$ cat src/rtl/mem_serial_loader_pkg.sv
// Shared definitions for the bit-serial memory write loader.
//   - FSM state encoding
//   - target select codes (x = activations, w = weights)
//   - default widths matching the memory system (4 banks per target)
package mem_serial_loader_pkg;

   localparam int DEF_DATA_W = 8;
   localparam int DEF_LEN_W  = 16;
   localparam int MEM_XA_W   = 10;   // local bit address of one x bank
   localparam int MEM_WA_W   = 20;   // local bit address of one w bank
   localparam int MEM_BANKS  = 4;
   localparam int SEL_W      = $clog2(MEM_BANKS);

   localparam logic TARGET_X = 1'b0;
   localparam logic TARGET_W = 1'b1;

   typedef enum logic [1:0] {
      ST_IDLE  = 2'd0,
      ST_WAIT  = 2'd1,
      ST_SHIFT = 2'd2,
      ST_DONE  = 2'd3
   } state_t;

endpackage

$ cat src/rtl/mem_serial_loader_if.sv
// Command / data / memory-write bundle of the serial loader.
//   slave  : loader side (accepts cmd + data, drives memory writes)
//   master : producer side (issues cmd + data, observes memory writes)
interface mem_serial_loader_if #(
   parameter int DATA_W = mem_serial_loader_pkg::DEF_DATA_W,
   parameter int XA_W   = mem_serial_loader_pkg::MEM_XA_W,
   parameter int WA_W   = mem_serial_loader_pkg::MEM_WA_W,
   parameter int LEN_W  = mem_serial_loader_pkg::DEF_LEN_W
) ();
   logic              cmd_valid;
   logic              cmd_ready;
   logic              cmd_target;
   logic [WA_W+1:0]   cmd_base;
   logic [LEN_W-1:0]  cmd_len;
   logic              data_valid;
   logic              data_ready;
   logic [DATA_W-1:0] data_word;
   logic              busy;
   logic              done;
   logic              write_rq_x;
   logic              write_rq_w;
   logic [1:0]        sel_x;
   logic [1:0]        sel_w;
   logic [XA_W-1:0]   rw_address_x;
   logic [WA_W-1:0]   rw_address;
   logic              write_data;

   modport slave (
      input  cmd_valid, cmd_target, cmd_base, cmd_len, data_valid, data_word,
      output cmd_ready, data_ready, busy, done,
             write_rq_x, write_rq_w, sel_x, sel_w, rw_address_x, rw_address, write_data
   );

   modport master (
      output cmd_valid, cmd_target, cmd_base, cmd_len, data_valid, data_word,
      input  cmd_ready, data_ready, busy, done,
             write_rq_x, write_rq_w, sel_x, sel_w, rw_address_x, rw_address, write_data
   );
endinterface

$ cat src/rtl/mem_serial_loader_serial_shifter.sv
// Parallel-load, LSB-first shift register with bit counter.
//   load    : capture din, present bit 0
//   shift   : advance to next bit
//   bit_out : currently presented bit (registered)
//   last    : the presented bit is bit DATA_W-1
module serial_shifter #(
   parameter int DATA_W = 8
) (
   input  logic              clk,
   input  logic              rst,
   input  logic              load,
   input  logic              shift,
   input  logic [DATA_W-1:0] din,
   output logic              bit_out,
   output logic              last
);
   localparam int CNT_W = (DATA_W > 1) ? $clog2(DATA_W) : 1;

   logic [DATA_W-1:0] sr_q;
   logic [CNT_W-1:0]  cnt_q;

   always_ff @(posedge clk or posedge rst) begin
      if (rst) begin
         sr_q  <= '0;
         cnt_q <= '0;
      end else if (load) begin
         sr_q  <= din;
         cnt_q <= '0;
      end else if (shift) begin
         sr_q  <= {1'b0, sr_q[DATA_W-1:1]};
         cnt_q <= cnt_q + CNT_W'(1);
      end
   end

   assign bit_out = sr_q[0];
   assign last    = (cnt_q == CNT_W'(DATA_W - 1));
endmodule

$ cat src/rtl/mem_serial_loader.sv
// Serial write loader: takes a load command (target, base bit address,
// word count) and a stream of DATA_W-bit words, and emits one single-bit
// memory write per cycle, LSB first, into the x or w bank set.
//   clk, rst : clock, async active-high reset
//   bus      : command/data handshakes, busy/done, memory write outputs
module mem_serial_loader
   import mem_serial_loader_pkg::*;
#(
   parameter int DATA_W = DEF_DATA_W,
   parameter int XA_W   = MEM_XA_W,
   parameter int WA_W   = MEM_WA_W,
   parameter int LEN_W  = DEF_LEN_W
) (
   input  logic                  clk,
   input  logic                  rst,
   mem_serial_loader_if.slave    bus
);
   state_t            state_q, state_nxt;
   logic              cmd_ready_q, data_ready_q, busy_q, done_q;
   logic              tgt_q;
   logic [WA_W+1:0]   naddr_q;        // global address of the next bit to write
   logic [LEN_W-1:0]  words_left_q;
   logic              wr_x_q, wr_w_q;
   logic [1:0]        sel_x_q, sel_w_q;
   logic [XA_W-1:0]   ax_q;
   logic [WA_W-1:0]   aw_q;
   logic              cmd_hs, data_hs, load, step, emit, last, sr_bit;

   serial_shifter #(.DATA_W(DATA_W)) u_shift (
      .clk     (clk),
      .rst     (rst),
      .load    (load),
      .shift   (step),
      .din     (bus.data_word),
      .bit_out (sr_bit),
      .last    (last)
   );

   always_comb begin
      cmd_hs    = bus.cmd_valid & cmd_ready_q;
      data_hs   = bus.data_valid & data_ready_q;
      load      = 1'b0;
      step      = 1'b0;
      state_nxt = state_q;
      case (state_q)
         ST_IDLE:  if (cmd_hs) state_nxt = (bus.cmd_len == '0) ? ST_DONE : ST_WAIT;
         ST_WAIT:  if (data_hs) begin
                      load      = 1'b1;
                      state_nxt = ST_SHIFT;
                   end
         ST_SHIFT: if (last) state_nxt = (words_left_q == LEN_W'(1)) ? ST_DONE : ST_WAIT;
                   else      step = 1'b1;
         ST_DONE:  state_nxt = ST_IDLE;
         default:  state_nxt = ST_IDLE;
      endcase
      emit = load | step;
   end

   always_ff @(posedge clk or posedge rst) begin
      if (rst) begin
         state_q      <= ST_IDLE;
         cmd_ready_q  <= 1'b0;
         data_ready_q <= 1'b0;
         busy_q       <= 1'b0;
         done_q       <= 1'b0;
         tgt_q        <= TARGET_X;
         naddr_q      <= '0;
         words_left_q <= '0;
         wr_x_q       <= 1'b0;
         wr_w_q       <= 1'b0;
         sel_x_q      <= '0;
         sel_w_q      <= '0;
         ax_q         <= '0;
         aw_q         <= '0;
      end else begin
         state_q      <= state_nxt;
         // handshake flags follow the next state so they are valid the
         // cycle the state is entered
         cmd_ready_q  <= (state_nxt == ST_IDLE);
         data_ready_q <= (state_nxt == ST_WAIT);
         busy_q       <= (state_nxt != ST_IDLE);
         done_q       <= (state_nxt == ST_DONE);
         wr_x_q       <= emit & (tgt_q == TARGET_X);
         wr_w_q       <= emit & (tgt_q == TARGET_W);
         if (cmd_hs) begin
            tgt_q        <= bus.cmd_target;
            naddr_q      <= bus.cmd_base;
            words_left_q <= bus.cmd_len;
         end
         // Address outputs only move for the active target; the full-width
         // increment wraps naturally, x uses only its low XA_W+2 bits.
         if (emit) begin
            naddr_q <= naddr_q + (WA_W+2)'(1);
            if (tgt_q == TARGET_X) {sel_x_q, ax_q} <= naddr_q[XA_W+1:0];
            else                   {sel_w_q, aw_q} <= naddr_q;
         end
         if (state_q == ST_SHIFT && last) words_left_q <= words_left_q - LEN_W'(1);
      end
   end

   assign bus.cmd_ready    = cmd_ready_q;
   assign bus.data_ready   = data_ready_q;
   assign bus.busy         = busy_q;
   assign bus.done         = done_q;
   assign bus.write_rq_x   = wr_x_q;
   assign bus.write_rq_w   = wr_w_q;
   assign bus.sel_x        = sel_x_q;
   assign bus.sel_w        = sel_w_q;
   assign bus.rw_address_x = ax_q;
   assign bus.rw_address   = aw_q;
   assign bus.write_data   = sr_bit;
endmodule

$ cat src/flat_wrapper.sv
// flat-port wrapper written by rule: the top's interface ports become plain ports
module mem_serial_loader_flat import mem_serial_loader_pkg::*;
#(
   parameter int DATA_W = DEF_DATA_W,
   parameter int XA_W   = MEM_XA_W,
   parameter int WA_W   = MEM_WA_W,
   parameter int LEN_W  = DEF_LEN_W
)
  (clk, rst, bus_cmd_valid, bus_cmd_target, bus_cmd_base, bus_cmd_len, bus_data_valid, bus_data_word, bus_cmd_ready, bus_data_ready, bus_busy, bus_done, bus_write_rq_x, bus_write_rq_w, bus_sel_x, bus_sel_w, bus_rw_address_x, bus_rw_address, bus_write_data);
  mem_serial_loader_if #(.DATA_W(DATA_W), .XA_W(XA_W), .WA_W(WA_W), .LEN_W(LEN_W)) bus_i ();
  input  logic clk;
  input  logic rst;
  input wire logic [$bits(bus_i.cmd_valid)-1:0] bus_cmd_valid;
  input wire logic [$bits(bus_i.cmd_target)-1:0] bus_cmd_target;
  input wire logic [$bits(bus_i.cmd_base)-1:0] bus_cmd_base;
  input wire logic [$bits(bus_i.cmd_len)-1:0] bus_cmd_len;
  input wire logic [$bits(bus_i.data_valid)-1:0] bus_data_valid;
  input wire logic [$bits(bus_i.data_word)-1:0] bus_data_word;
  output wire logic [$bits(bus_i.cmd_ready)-1:0] bus_cmd_ready;
  output wire logic [$bits(bus_i.data_ready)-1:0] bus_data_ready;
  output wire logic [$bits(bus_i.busy)-1:0] bus_busy;
  output wire logic [$bits(bus_i.done)-1:0] bus_done;
  output wire logic [$bits(bus_i.write_rq_x)-1:0] bus_write_rq_x;
  output wire logic [$bits(bus_i.write_rq_w)-1:0] bus_write_rq_w;
  output wire logic [$bits(bus_i.sel_x)-1:0] bus_sel_x;
  output wire logic [$bits(bus_i.sel_w)-1:0] bus_sel_w;
  output wire logic [$bits(bus_i.rw_address_x)-1:0] bus_rw_address_x;
  output wire logic [$bits(bus_i.rw_address)-1:0] bus_rw_address;
  output wire logic [$bits(bus_i.write_data)-1:0] bus_write_data;
  assign bus_i.cmd_valid = bus_cmd_valid;
  assign bus_i.cmd_target = bus_cmd_target;
  assign bus_i.cmd_base = bus_cmd_base;
  assign bus_i.cmd_len = bus_cmd_len;
  assign bus_i.data_valid = bus_data_valid;
  assign bus_i.data_word = bus_data_word;
  assign bus_cmd_ready = bus_i.cmd_ready;
  assign bus_data_ready = bus_i.data_ready;
  assign bus_busy = bus_i.busy;
  assign bus_done = bus_i.done;
  assign bus_write_rq_x = bus_i.write_rq_x;
  assign bus_write_rq_w = bus_i.write_rq_w;
  assign bus_sel_x = bus_i.sel_x;
  assign bus_sel_w = bus_i.sel_w;
  assign bus_rw_address_x = bus_i.rw_address_x;
  assign bus_rw_address = bus_i.rw_address;
  assign bus_write_data = bus_i.write_data;
  mem_serial_loader #(.DATA_W(DATA_W), .XA_W(XA_W), .WA_W(WA_W), .LEN_W(LEN_W)) u_core (.clk(clk), .rst(rst), .bus(bus_i));
endmodule
$ cat config.mk
export PLATFORM = sky130hd
export DESIGN_NAME = mem_serial_loader_flat
export DESIGN_NICKNAME = d
export VERILOG_FILES = /design/src/rtl/mem_serial_loader_pkg.sv /design/src/rtl/mem_serial_loader_if.sv /design/src/rtl/mem_serial_loader_serial_shifter.sv /design/src/rtl/mem_serial_loader.sv /design/src/flat_wrapper.sv
export SDC_FILE = /design/constraint.sdc
export NUM_CORES = 1
export LEC_CHECK = 0
export ABC_AREA = 1
export BUFFER_PORTS_ARGS = -buffer_cell sky130_fd_sc_hd__clkbuf_2
export CAP_MARGIN = 20
export CORE_MARGIN = 5
export CORE_UTILIZATION = 50
export DETAILED_ROUTE_END_ITERATION = 12
export GPL_TIMING_DRIVEN = 0
export HOLD_SLACK_MARGIN = 0.05
export PLACE_DENSITY = 0.73
export SETUP_SLACK_MARGIN = 0.02
export SLEW_MARGIN = 10
export SYNTH_ARGS = -nofsm -noshare
export SYNTH_HDL_FRONTEND = slang
export SYNTH_SLANG_ARGS = --single-unit
$ cat constraint.sdc
create_clock -name clk -period 4.6 [get_ports clk]
set_input_delay 0.46 -clock clk [delete_from_list [all_inputs] [get_ports clk]]
set_output_delay 0.46 -clock clk [all_outputs]
set_load 0.05 [all_outputs]
## Yosys cells after proc, flatten, opt, wreduce, memory -nomap -nowiden

Index checks and enable logic that the tools add are counted.

| cells by class | value |
|---|---|
| add/subtract/negate cells | 3 |
| equal/unequal tests | 7 |
| muxes and demuxes | 18 |
| bitwise operators | 6 |
| reduce and logical (&&, ||, !) cells | 10 |

Operators by type and width:

| cell | count |
|---|---|
| 22-bit 2-to-1 mux | 2 |
| 16-bit 2-to-1 mux | 2 |
| 22-bit by 1-bit adder with 22-bit output (second input constant) | 1 |
| 16-bit by 1-bit equality test with 1-bit output (second input constant) | 1 |
| 16-bit logical NOT | 1 |
| 8-bit 2-to-1 mux | 2 |
| 16-bit by 1-bit subtractor with 16-bit output (second input constant) | 1 |
| 2-bit 2-to-1 mux | 5 |
| 2-bit case mux with 4 select lines | 1 |
| 2-bit nonzero test | 4 |
| 2-bit equality test (second input constant) | 3 |
| 3-bit 2-to-1 mux | 2 |
| 1-bit bitwise AND | 4 |
| 2-bit by 1-bit equality test with 1-bit output (second input constant) | 2 |
| 2-bit logical NOT | 2 |
| 1-bit 2-to-1 mux | 4 |
| 2-bit AND reduction | 2 |
| 3-bit by 1-bit adder with 3-bit output (second input constant) | 1 |
| 3-bit equality test (second input constant) | 1 |
| 1-bit logical AND | 1 |
| 1-bit NOT | 1 |
| 1-bit OR | 1 |

| storage, ports and cells | value |
|---|---|
| bits in registers | 92 |
| bits of input ports | 51 |
| output and inout bits | 41 |
| word-level logic and storage cells | 60 |

## Logic depth before layout (Yosys ltp)

| depth | value |
|---|---|
| depth after elaboration | 5 |
| depth in mapped cells | 11 |
| mapped depth without buffers | 10 |

## Hierarchy

Synthesis repeated with hierarchy kept, for this count alone.

| second synthesis, totals | value |
|---|---|
| cells, all modules | 650 |
| area total of the unflattened synthesis | 4863.4 um^2 |

By module, submodules not included:

| module | instances | cells an instance | area each (um^2) |
|---|---|---|---|
| mem_serial_loader | 1 | 591 | 4351.7 |
| serial_shifter | 1 | 59 | 511.7 |

## Least setup slack after synthesis

OpenSTA, ideal clock, no wires.

| timing | value |
|---|---|
| path kind | flip-flop to flip-flop |
| start | register u_core.data_ready_q, in the netlist u_core.bus.data_ready |
| end | register u_core.ax_q[0], in the netlist u_core.bus.rw_address_x[0] |
| arrival | 1610 ps |
| path slack | 2870 ps |
| stages on the path, launching flop included | 9 |
| path buffers | 1 |
| period minus slack after synthesis | 1730 ps |
| cell sequence | dfrtp_1 nand2_1 nor2_8 nor2_8 nor2_4 inv_2 buf_6 nand2_1 o21ai_2 |

| on the way | value |
|---|---|
| cells in the longest elaborated chain, start to end | 5 |

RTL lines:

| what | line | text |
|---|---|---|
| start, declared | mem_serial_loader.sv:19 | `logic cmd_ready_q, data_ready_q, busy_q, done_q;` |
| start signal, assigned | mem_serial_loader.sv:80 | `data_ready_q <= (state_nxt == ST_WAIT);` |
| 1-bit bitwise AND | mem_serial_loader.sv:41 | `data_hs = bus.data_valid & data_ready_q;` |
| 1-bit 2-to-1 mux | mem_serial_loader.sv:47 | `ST_WAIT: if (data_hs) begin` |
| 1-bit 2-to-1 mux | mem_serial_loader.sv:45 | `case (state_q)` |
| 1-bit OR | mem_serial_loader.sv:56 | `emit = load \| step;` |
| 2-bit AND reduction (no source line) | -- |  |
| end signal, assigned | mem_serial_loader.sv:94 | `if (tgt_q == TARGET_X) {sel_x_q, ax_q} <= naddr_q[XA_W+1:0];` |
| end, declared | mem_serial_loader.sv:25 | `logic [XA_W-1:0] ax_q;` |

Every way passes these cells.
A chain may end at the register's enable or synchronous reset.

## Worst setup path after layout

| timing | value |
|---|---|
| start | register u_core.u_shift.cnt_q[0] |
| end | register u_core.words_left_q[2] |

| on the way | value |
|---|---|
| cells in the longest elaborated chain, start to end | 3 |
| elaborated cells on any way between the ends | 4 |
| those cells by class | eq/ne: 1; mux: 1; reduce/logical: 2 |

RTL lines:

| what | line | text |
|---|---|---|
| start, declared | mem_serial_loader_serial_shifter.sv:20 | `logic [CNT_W-1:0] cnt_q;` |
| start signal, assigned | mem_serial_loader_serial_shifter.sv:31 | `cnt_q <= cnt_q + CNT_W'(1);` |
| 3-bit equality test * | mem_serial_loader_serial_shifter.sv:36 | `assign last = (cnt_q == CNT_W'(DATA_W - 1));` |
| 1-bit logical AND * | mem_serial_loader.sv:97 | `if (state_q == ST_SHIFT && last) words_left_q <= words_left_q - LEN_W'(1);` |
| 16-bit 2-to-1 mux or 2-bit nonzero test (tied branches) | -- |  |
| end signal, assigned | mem_serial_loader.sv:88 | `words_left_q <= bus.cmd_len;` |
| end signal, assigned | mem_serial_loader.sv:97 |  |
| end, declared | mem_serial_loader.sv:22 | `logic [LEN_W-1:0] words_left_q;` |

Every way passes the cells marked *; elsewhere a longest branch is shown, timed or not.

==> flow_metrics.tcl <==
set metrics [dict create \
    status "completed" \
    finalSetupViolations 0 \
    area_growth_pct 18.4 \
    grt_overflow 0 \
    worstPathRequired_ps 4860 \
    synth_top_area_frac 0.472 \
    synthTopCellsByArea "dfrtp_1 47%, nand2_1 15%, nor2_1 6.2%" \
    coreArea_mm2 0.00964 \
    grt_pass1_vias 4300 \
    finalHoldViolations 0 \
    cts.sinks 92 \
    synth_top_area_cell "dfrtp_1" \
    drv_slew 0 \
    skew_ps 8.38 \
    netlist_instances 622 \
    fillCellCount 900 \
    finalCriticalPeriod_ps 1930 \
    relSlewSlack 0.603 \
    diodes 0 \
    crit_type "flop to flop" \
    tightest_slew_ps 596 \
    die_w_um 109 \
    fin_util 0.599 \
    worst-path-max-fanout 10 \
    via_count 4501 \
    die-height_um 109 \
    die_area_mm2 0.0118 \
    antenna_left 0 \
    cts_buffer_depth 2 \
    numCtsBuffers 9 \
    wire_per_inst_um 14.7 \
    synth_ff_type "dfrtp_1" \
    worstSetupEndpointType "flop" \
    insertion_delay_ps 370 \
    cts-resized-gates 0 \
    synth_cell_types 34 \
    rows 36 \
    hold_path.class "primary input to asynchronous set/reset pin" \
    maxCapViolCount 0 \
    clk_root_buffer_cell "clkbuf_8" \
    numPortBuffers 91 \
    firstDrtPassIters 6 \
    async_flop_share 1.00 \
    vias_per_cell 5.22 \
    cts_setup_buffers 0 \
    fin_tns_setup_ps 0 \
    muxShareOfSynthArea 0 \
    gp_congestion 0.901 \
    syn_area_per_cell_um2 7.85 \
    drive_gt1_frac 0.218 \
    yosys.area_share.simple 0.324 \
    holdBufCountCts 0 \
    drt_iter0_markers 212 \
    p_leak_nw 2.89 \
    grt_max_degree 52 \
    drt-total-wl_mm 12.7 \
    nets 781 \
    synth_top_family_by_area "simple AND/OR/NAND/NOR gates" \
    fin_ws_ps 2670 \
    cts_tree "built" \
    dp_hpwl_mm 9.67 \
    cts-htree-levels 3 \
    ios 92 \
    path_clk_slew_ps 90 \
    start_util 0.506 \
    power.density_mw_per_mm2 722 \
    ir_worst_vdd_uv 441 \
    synth_common_cells "199 x nand2_1, 92 x dfrtp_1, 80 x nor2_1" \
    grtUsageTotal 0.226 \
    grt_pass1_wl_mm 20.9 \
    synth_edf_count 0 \
    synthAdderAreaFrac 0.0128 \
    post-place-ws_ps 2660 \
    syn_area_mm2 0.00488 \
    synth_fp_nets 678 \
    ys_ff_latch 92 \
    antenna_found_initial 0 \
    yosysSeqAreaShare 0.472 \
    rsz0062_at_grt "false" \
    crit_arrival_ps 2190 \
    synth-compound-area-share 0.112 \
    drc 0 \
    startpoint_type "flop" \
    synth_xor_area_frac 0.00718 \
    fmax_mhz 518 \
    ys_warn_count 0 \
    synth_most_common_cell "nand2_1" \
    min_period_over_period 0.420 \
]
==> report_power, final <==
part | total [W] | internal [W] | switching [W]
registers | 0.00148 | 0.00118 | 0.000301
clock network | 0.000663 | 0.000363 | 0.000300
logic | 0.00203 | 0.000577 | 0.00146
==> final timing paths <==
kind	start	end	slack [ps]	cells past startpoint
max	u_core.u_shift.cnt_q[0]$_DFFE_PP0N_	u_core.words_left_q[2]$_DFFE_PP0P_	2670	10
min	rst	u_core.bus.rw_address_x[0]$_DFFE_PP0P_	130	2
max reg2reg	u_core.u_shift.cnt_q[0]$_DFFE_PP0N_	u_core.words_left_q[2]$_DFFE_PP0P_	2670	10
min reg2reg	u_core.u_shift.cnt_q[0]$_DFFE_PP0N_	u_core.u_shift.cnt_q[0]$_DFFE_PP0N_	480	1
max in group asynchronous	rst	u_core.u_shift.sr_q[0]$_DFFE_PP0N_	3850	3
min in group clk	bus_cmd_target	u_core.tgt_q$_DFFE_PP0P_	290	3
==> routing by layer <==
metal,global-route usage,vias up,wire (um)
li1,-,2222,-
met1,0.322,2105,5820
met2,0.350,153,5760
met3,0.0290,21,777
met4,0.0929,0,307
met5,0,-,0
==> sequential cells by signal, summed over array words and instances, names as in the netlist <==
name / flops
u_core.bus.sel_w: 2
u_core.bus.sel_x: 2
u_core.bus.write_rq_w: 1
u_core.bus.done: 1
u_core.state_q: 2
u_core.bus.rw_address_x: 10
u_core.bus.busy: 1
u_core.bus.cmd_ready: 1
u_core.u_shift.sr_q: 8
u_core.naddr_q: 22
u_core.tgt_q: 1
u_core.bus.write_rq_x: 1
u_core.words_left_q: 16
u_core.u_shift.cnt_q: 3
u_core.bus.rw_address: 20
u_core.bus.data_ready: 1
==> layout make-up <==
type / count / area, um^2 / area share
repair buffers: 92 / 483 / 0.0836
multi-input cells: 457 / 2220 / 0.385
inverters: 57 / 219 / 0.0379
clock buffers: 9 / 124 / 0.0214
plain buffers: 16 / 138 / 0.0238
well taps: 133 / 166 / 0.0288
flip-flops and latches: 92 / 2300 / 0.398
clock inverters: 7 / 123 / 0.0212
==> placed cells by master (no fill, tap or decap), types with 8 or more instances in the layout <==
cell type,instances
nor2_1,80
o21ai_1,23
o211ai_1,10
nand4_1,8
inv_1,50
clkbuf_8,9
a31oi_1,8
clkbuf_2,91
o21ai_0,23
o21ai_2,12
nand3_1,45
dfrtp_1,92
nand2_1,199
buf_6,9
==> kinds of logic (layout without fill, tap and decap cells) <==
logic type | after synthesis | after routing
DFF | 92 | 92
adders and majority gates | 5 | 5
xor gates and xnor gates | 4 | 4
and+or+nand+nor | 359 | 359
AOI/OAI and AO/OA | 89 | 89
buffers and inverters | 73 | 181
==> per-stage QoR <==
stage / cell area (um^2) / power (W) / hold slack, ps / cells
3_5_place_dp: 5530 / 0.00352 / 466 / 847
4_1_cts: 5780 / 0.00419 / 140 / 863
3_3_place_gp: 5500 / 0.00346 / 459 / 846
5_1_grt: 5780 / 0.00448 / 172 / 863
2_1_floorplan: 4880 / 0.00299 / 441 / 622
6_report: 5780 / 0.00417 / 125 / 863
==> worst max-delay path, cell delays in order, from the launching register on <==
cell and delay, ps:
dfrtp_1 370, ha_1 160, ha_1 210, inv_1 100, nor2_4 250, inv_2 70, buf_6 150, nand2_1 230
o21ai_0 150, nand2_1 80, nand2_1 50
Note: power is estimated with default switching activity, not from simulation.
